===== config.mk =====
export PLATFORM = sky130hd
export DESIGN_NAME = multi_rate_clkgen
export DESIGN_NICKNAME = d
export VERILOG_FILES = /design/src/rtl/multi_rate_clkgen.sv
export SDC_FILE = /design/constraint.sdc
export NUM_CORES = 1
export LEC_CHECK = 0
export BUFFER_PORTS_ARGS = -buffer_cell sky130_fd_sc_hd__buf_2
export CAP_MARGIN = 20
export CORE_UTILIZATION = 40
export DETAILED_ROUTE_END_ITERATION = 7
export PLACE_DENSITY = 0.63
export SYNTH_ARGS = -nofsm -noshare
export SYNTH_HDL_FRONTEND = slang
export SYNTH_SLANG_ARGS = --single-unit

===== constraint.sdc =====
create_clock -name clk_100MHz -period 3 [get_ports clk_100MHz]
set_input_delay 0.6 -clock clk_100MHz [delete_from_list [all_inputs] [get_ports clk_100MHz]]
set_output_delay 0.6 -clock clk_100MHz [all_outputs]
set_load 0.01 [all_outputs]

===== src/rtl/multi_rate_clkgen.sv =====
`default_nettype none
// ============================================================================
// Module : multi_rate_clkgen
// Brief  : NUM_CH runtime-programmable low-rate square-wave and tick
//          generators with glitch-free half-period reconfiguration.
// Rev    : 1.0  initial release
// ============================================================================
module multi_rate_clkgen #(
    parameter int NUM_CH       = 4,
    parameter int CNT_W        = 24,
    parameter int DEFAULT_HALF = 499999,
    localparam int CH_W        = (NUM_CH > 1) ? $clog2(NUM_CH) : 1
) (
    input  logic              clk_100MHz,
    input  logic              rst_100MHz,
    input  logic [NUM_CH-1:0] ch_en,
    input  logic              sync_restart,
    input  logic              cfg_valid,
    output logic              cfg_ready,
    input  logic [CH_W-1:0]   cfg_ch,
    input  logic [CNT_W-1:0]  cfg_half,
    output logic [NUM_CH-1:0] clk_out,
    output logic [NUM_CH-1:0] tick,
    output logic [NUM_CH-1:0] tick_rise
);

    localparam logic [CH_W:0] NUM_CH_L = (CH_W + 1)'(NUM_CH);

    logic [NUM_CH-1:0] pend_vec;

    // Out-of-range channel indices are always ready and silently dropped.
    always_comb begin
        cfg_ready = 1'b1;
        if ({1'b0, cfg_ch} < NUM_CH_L) begin
            cfg_ready = ~pend_vec[cfg_ch];
        end
    end

    for (genvar c = 0; c < NUM_CH; c++) begin : g_ch
        logic [CNT_W-1:0] cnt_q, cnt_d;
        logic [CNT_W-1:0] half_q, half_d;
        logic [CNT_W-1:0] pval_q, pval_d;
        logic             pend_q, pend_d;
        logic             clk_q, clk_d;
        logic             tick_q, tick_d;
        logic             rise_q, rise_d;
        logic             accept;
        logic             wrap;

        assign accept = cfg_valid && !pend_q && (cfg_ch == CH_W'(c));
        assign wrap   = (cnt_q >= half_q);

        always_comb begin
            cnt_d  = cnt_q;
            half_d = half_q;
            pval_d = pval_q;
            pend_d = pend_q;
            clk_d  = clk_q;
            tick_d = 1'b0;
            rise_d = 1'b0;
            if (sync_restart || !ch_en[c]) begin
                cnt_d = '0;
                clk_d = 1'b0;
                if (pend_q) begin
                    half_d = pval_q;
                    pend_d = 1'b0;
                end
            end else if (wrap) begin
                cnt_d  = '0;
                clk_d  = ~clk_q;
                tick_d = 1'b1;
                rise_d = ~clk_q;
                // New half-period only takes effect on a phase boundary.
                if (pend_q) begin
                    half_d = pval_q;
                    pend_d = 1'b0;
                end
            end else begin
                cnt_d = cnt_q + CNT_W'(1);
            end
            // Accept only happens with pend_q low, so it never races an apply.
            if (accept) begin
                pval_d = cfg_half;
                pend_d = 1'b1;
            end
        end

        always_ff @(posedge clk_100MHz) begin
            if (rst_100MHz) begin
                cnt_q  <= '0;
                half_q <= CNT_W'(DEFAULT_HALF);
                pval_q <= '0;
                pend_q <= 1'b0;
                clk_q  <= 1'b0;
                tick_q <= 1'b0;
                rise_q <= 1'b0;
            end else begin
                cnt_q  <= cnt_d;
                half_q <= half_d;
                pval_q <= pval_d;
                pend_q <= pend_d;
                clk_q  <= clk_d;
                tick_q <= tick_d;
                rise_q <= rise_d;
            end
        end

        assign pend_vec[c]  = pend_q;
        assign clk_out[c]   = clk_q;
        assign tick[c]      = tick_q;
        assign tick_rise[c] = rise_q;
    end

endmodule
`default_nettype wire


==> impl_metrics.csv, run 1 <==
group,metric,value,unit
grt,antenna_found_initial,0,
yosys,synth-edff-count,0,
grt,grt_usage,0.180,
yosys,async_reset_ff_frac,0,
clock_tree,cts_buffers,31,
yosys,syn-num-nets,1806,
setup_path,path_class,"register to register",
die,start_util,0.407,
clock_tree,cts.htree.levels,1,
die,rows,68,
clock_tree,clock_latency,0.56,ns
setup_path,crit_arrival,3.12,ns
setup_path,end_kind,"register",
min_path,hold_class,"input pin to register",
yosys,postSynthRegisterBits,304,
placement,port_buffers,46,
power,power_density,534,nW/um^2
route,drcViolationCount,0,
job,maxCapViolations,0,
status,status,"complete, no violations",
setup_path,cp_max_fo,24,
sta,max_slew_margin,0.216,
yosys,netlist_area,14100,um^2
die,core_area,34500,um^2
die,fp.dieArea,35900,um^2
yosys,ys_types,49,
final_layout,syn2layout_area_growth,11.3,%
sta,fin_crit,2.71,ns
clock_tree,cts_tree,"built",
route,ant_nets,0,
final_layout,drive_gt1_frac,0.0767,
final_layout,diodes,0,
final_layout,layout_common_cells,"nand2_1 (331), dfxtp_1 (304), nor2_1 (191)",
clock_tree,ctsHoldBuffers,0,
power,irDropWorstVdd,0.465,mV
route,via_per_inst,5.06,
clock_tree,clock_path_buffers,3,
die,boundaryPins,47,
die,die_w,190,um
route,wl,32.1,mm
sta,worst_pin_slew,1.17,ns
sta,setup-tns-final,0,ns
setup_path,cp-start-kind,"register",
sta,fmax,369,MHz
placement,place_congestion,0.776,
clock_tree,postCtsSetupRepairBufs,0,
grt,grt_pass1_wl,53.0,mm
final_layout,fillers,3426,
sta,setup_viol,0,
clock_tree,root_buffer,"clkbuf_16",
yosys,ys.flop_type,"dfxtp_1",
yosys,postSynthCellCount,1672,
placement,hpwl,22.2,mm
yosys,yosysSeqAreaShare,0.432,
sta,hold_viol_final,0,
die,die_y,190,um
sta,slew_violations,0,
grt,grt_overflow_total,0,
route,vias,10900,
sta,fin_crit_sh,0.904,
clock_tree,cts_resized,0,
final_layout,layout_commonest_cell,"nand2_1",
sta,hold_slack,0.357,ns
yosys,yosys_warnings,0,
power,p_leak,6.09,nW
final_layout,final_nets,1819,
yosys,synth.avg_cell_area,8.42,um^2
sta,clock_skew,0.0146,ns
grt,grt_pass1_vias,10600,
route,drtIter0Drc,667,
clock_tree,cts.clk_slew.worst_paths,0.06,ns
clock_tree,cts_sinks,304,
sta,rsz0062_at_grt,"false",
route,drtPass1Iterations,5,
route,wire_per_inst,14.8,um
grt,grt_max_degree,171,
setup_path,cp.required,3.40,ns
[critical path: stages, from the launching register on]
cell and delay, ns:
dfxtp_1 0.31, inv_1 0.05, ha_1 0.32, nand4_1 0.15
nor4_1 0.32, o21ai_0 0.16, o211ai_2 0.23, buf_4 0.21
or3_1 0.69, nor2_1 0.12
[metrics by stage]
step / setup WS, ns / instance area [um^2] / instances / util / power [mW]
after global routing: 0.0629 / 15700 / 2162 / 0.453 / 8.66
final: 0.288 / 15700 / 2162 / 0.453 / 8.36
after CTS: 0.287 / 15700 / 2162 / 0.453 / 8.45
after detailed placement: 0.318 / 14700 / 2107 / 0.425 / 4.64
after floorplan: 0.573 / 14100 / 1672 / - / 4.48
after global placement: 0.415 / 14700 / 2107 / 0.425 / 4.63
[worst paths after layout]
check	cells after the start	slack, ns	to	start
hold / removal	3	0.36	g_ch[3].pval_q[16]	cfg_half[16]
hold reg to reg	2	0.45	g_ch[0].pval_q[7]	g_ch[0].pval_q[7]
setup reg to reg	9	0.29	g_ch[2].cnt_q[21]	g_ch[2].half_q[22]
setup / recovery	9	0.29	g_ch[2].cnt_q[21]	g_ch[2].half_q[22]
[synthesized netlist by cell type (3+ instances only)]
| master | count | area share |
|---|---|---|
| mux2i_1 | 73 | 0.052 |
| buf_8 | 4 | 0.0043 |
| or3_1 | 4 | 0.0018 |
| nor4_1 | 3 | 0.0013 |
| and3_1 | 21 | 0.0093 |
| a21o_1 | 4 | 0.0021 |
| o31ai_1 | 13 | 0.0069 |
| o21ai_0 | 17 | 0.0060 |
| buf_2 | 4 | 0.0014 |
| a211oi_1 | 3 | 0.0016 |
| nor3_1 | 10 | 0.0036 |
| clkbuf_1 | 67 | 0.018 |
| dfxtp_1 | 304 | 0.43 |
| nand2_1 | 331 | 0.088 |
| o211ai_1 | 20 | 0.011 |
| and2_1 | 8 | 0.0036 |
| xnor2_1 | 24 | 0.015 |
| nor2_1 | 191 | 0.051 |
| o2111ai_1 | 13 | 0.0081 |
| o21a_1 | 3 | 0.0016 |
| nand4_1 | 37 | 0.016 |
| nor2b_1 | 5 | 0.0022 |
| inv_1 | 105 | 0.028 |
| ha_1 | 100 | 0.089 |
| xor2_1 | 65 | 0.040 |
| a21oi_1 | 138 | 0.049 |
| nand2b_1 | 5 | 0.0022 |
| a211o_1 | 3 | 0.0019 |
| a31oi_1 | 3 | 0.0013 |
| nand3_1 | 44 | 0.016 |
| and4_1 | 11 | 0.0068 |
| buf_4 | 12 | 0.0064 |
[kinds of logic after synthesis]
kind of cell | synth area share
and+or+nand+nor | 0.208
muxes | 0.0519
buffers and inverters | 0.0598
xor gates and xnor gates | 0.0554
AOI/OAI and AO/OA | 0.104
adders and majority gates | 0.0889
DFF | 0.432
[per-layer routing]
metal  part of all wire  track usage
met1               0.46        0.233
met2               0.47        0.306
met3              0.040       0.0284
met4              0.027       0.0537
met5                  0            0
[flip-flops by register name, summed over array words and instances (netlist names)]
| signal | cells |
|---|---|
| g_ch.pend_q | 4 |
| g_ch.cnt_q | 96 |
| g_ch.rise_q | 4 |
| g_ch.pval_q | 96 |
| g_ch.clk_q | 4 |
| g_ch.tick_q | 4 |
| g_ch.half_q | 96 |
[final cells by class]
type / instances / area (um^2) / area share
multi-input cells: 1173 / 7160 / 0.457
well taps: 455 / 569 / 0.0363
clock inverters: 10 / 129 / 0.00823
clock buffers: 45 / 858 / 0.0548
flip-flops and latches: 304 / 6090 / 0.388
inverters: 106 / 399 / 0.0255
repair buffers: 69 / 459 / 0.0293
[power by group]
group          switching (mW)  total [mW]  internal [mW]
sequential             0.0374        4.15           4.11
combinational           0.278       0.399          0.121
clock                    1.59        3.82           2.23
No activity file was read; power rests on OpenSTA's default activity.
==> run 2, diff against run 1 <==
--- a/config.mk
+++ b/config.mk
@@ -9,7 +9,6 @@
 export CAP_MARGIN = 20
 export CORE_UTILIZATION = 40
 export DETAILED_ROUTE_END_ITERATION = 7
-export PLACE_DENSITY = 0.63
 export SYNTH_ARGS = -nofsm -noshare
 export SYNTH_HDL_FRONTEND = slang
 export SYNTH_SLANG_ARGS = --single-unit
==> constraint.sdc (replaced) <==
create_clock -name clk_100MHz -period 3 [get_ports clk_100MHz]
set_input_delay 0 -clock clk_100MHz [delete_from_list [all_inputs] [get_ports clk_100MHz]]
set_output_delay 0 -clock clk_100MHz [all_outputs]
set_load 0.01 [all_outputs]
==> impl_metrics.csv, run 2 (synthesis results as in run 1) <==
group,metric,value,unit
route,drcViolationCount,0,
sta,clock_skew,0.0104,ns
route,wl,32.6,mm
power,p_leak,6.26,nW
route,drtPass1Iterations,6,
die,die_w,190,um
sta,setup-tns-final,0,ns
clock_tree,cts_sinks,304,
placement,dp.cells,2104,
final_layout,layout_common_cells,"nand2_1 (331), dfxtp_1 (304), nor2_1 (191)",
sta,slew_violations,0,
final_layout,final_nets,1844,
sta,setup_viol,0,
power,power_density,550,nW/um^2
clock_tree,cts_buffers,31,
setup_path,cp.required,3.48,ns
sta,rsz0062_at_grt,"false",
final_layout,fin_cells,2188,
die,rows,68,
route,via_per_inst,5.04,
setup_path,regToRegSetupSlack,0.33,ns
min_path,hold_class,"input pin to register",
sta,max_slew_margin,0.256,
min_path,whs_path_depth,4,
die,die_y,190,um
setup_path,cp_max_fo,24,
clock_tree,clock_latency,0.56,ns
setup_path,crit_arrival,3.15,ns
grt,grt_max_degree,185,
setup_path,cp-start-kind,"register",
placement,port_buffers,46,
grt,antenna_found_initial,0,
setup_path,rr_startpoint,"g_ch[2].cnt_q[22]",
final_layout,fin_area,16100,um^2
placement,hpwl,22.4,mm
power,irDropWorstVdd,0.465,mV
clock_tree,clock_path_buffers,3,
sta,hold_viol_final,0,
route,ant_nets,0,
sta,fin_crit_sh,0.890,
setup_path,reg2regPathDepth,7,
min_path,hp-start,"sync_restart",
sta,fin_ws,0.330,ns
power,power.total,8.84,mW
grt,grt_overflow_total,0,
sta,fmax,375,MHz
job,maxCapViolations,0,
grt,grt_pass1_vias,10600,
final_layout,reg_top3,"g_ch.cnt_q: 96 flops, g_ch.half_q: 96 flops, g_ch.pval_q: 96 flops",
route,vias,11000,
clock_tree,cts_tree,"built",
final_layout,drive_gt1_frac,0.0773,
die,start_util,0.407,
sta,worst_pin_slew,1.11,ns
placement,dp_slack,0.346,ns
die,fp.dieArea,35900,um^2
clock_tree,cts.htree.levels,1,
status,status,"complete, no violations",
die,boundaryPins,47,
final_layout,utilization,0.465,
setup_path,path_class,"register to register",
sta,fin_crit,2.67,ns
final_layout,layout_commonest_cell,"nand2_1",
route,drtIter0Drc,644,
route,wire_per_inst,14.9,um
grt,grt_usage,0.182,
setup_path,r2r_end,"g_ch[2].half_q[0]",
clock_tree,root_buffer,"clkbuf_16",
sta,hold_slack,0.0464,ns
placement,placed_cell_area,14600,um^2
grt,grt_pass1_wl,53.2,mm
placement,place_congestion,0.764,
min_path,holdPathEnd,"g_ch[3].pend_q",
setup_path,end_kind,"register",
clock_tree,cts.clk_slew.worst_paths,0.06,ns
die,core_area,34500,um^2
clock_tree,postCtsSetupRepairBufs,0,
final_layout,syn2layout_area_growth,14.2,%
final_layout,diodes,0,
[run 2: cell types whose count changed in the layout (fill, tap and decap cells not counted)]
cell,previous run,this run
dlygate4sd3_1,0,28
clkbuf_8,3,11
bufinv_16,3,6
buf_12,4,3
inv_6,1,0
buf_4,19,17
clkbuf_1,11,6
clkinv_2,7,2
clkinvlp_4,0,1
[run 2: worst max path at each step]
stage	from	to
after floorplan	g_ch[0].cnt_q[0]	g_ch[0].half_q[10]
after global placement	g_ch[1].cnt_q[2]	g_ch[1].cnt_q[22]
after detailed placement	g_ch[1].cnt_q[2]	g_ch[1].cnt_q[13]
after CTS	g_ch[2].cnt_q[22]	g_ch[2].half_q[0]
after global routing	g_ch[2].cnt_q[22]	g_ch[2].half_q[0]
final	g_ch[2].cnt_q[22]	g_ch[2].half_q[0]
[run 2: critical path, cell delays in order (launching register included)]
cell,delay (ns)
dfxtp_1,0.35
ha_1,0.35
nand4_1,0.15
nor4_1,0.33
o21ai_0,0.16
o211ai_2,0.21
o21a_1,0.77
mux2i_1,0.27
[run 2: metal layers]
metal	share of wire	track usage	vias up
met5	0	0	-
met3	0.045	0.0207	47
li1	-	-	5650
met2	0.47	0.308	165
met1	0.46	0.244	5173
met4	0.023	0.0487	0
[run 2: area by class of cell]
cell class                      count  area, um^2
Tap cell                          455         569
Sequential cell                   304        6090
Clock inverter                      8         193
Timing Repair Buffer               94         704
Clock buffer                       48         950
Inverter                          106         399
Fill cell                        3427       18500
Multi-Input combinational cell   1173        7160
[run 2: power breakdown]
| group | total (mW) | leakage (nW) | internal (mW) | switching (mW) |
|---|---|---|---|---|
| sequential | 4.15 | 2.46 | 4.11 | 0.0386 |
| clock | 4.27 | 0.557 | 2.67 | 1.60 |
| combinational | 0.424 | 3.24 | 0.142 | 0.283 |
| total | 8.84 | 6.26 | 6.92 | 1.92 |
[run 2: repair_timing]
item / in CTS / in global routing
resized for setup: 0 / 0
hold endpoints to repair: 108 / 0
hold buffers: 28 / 0
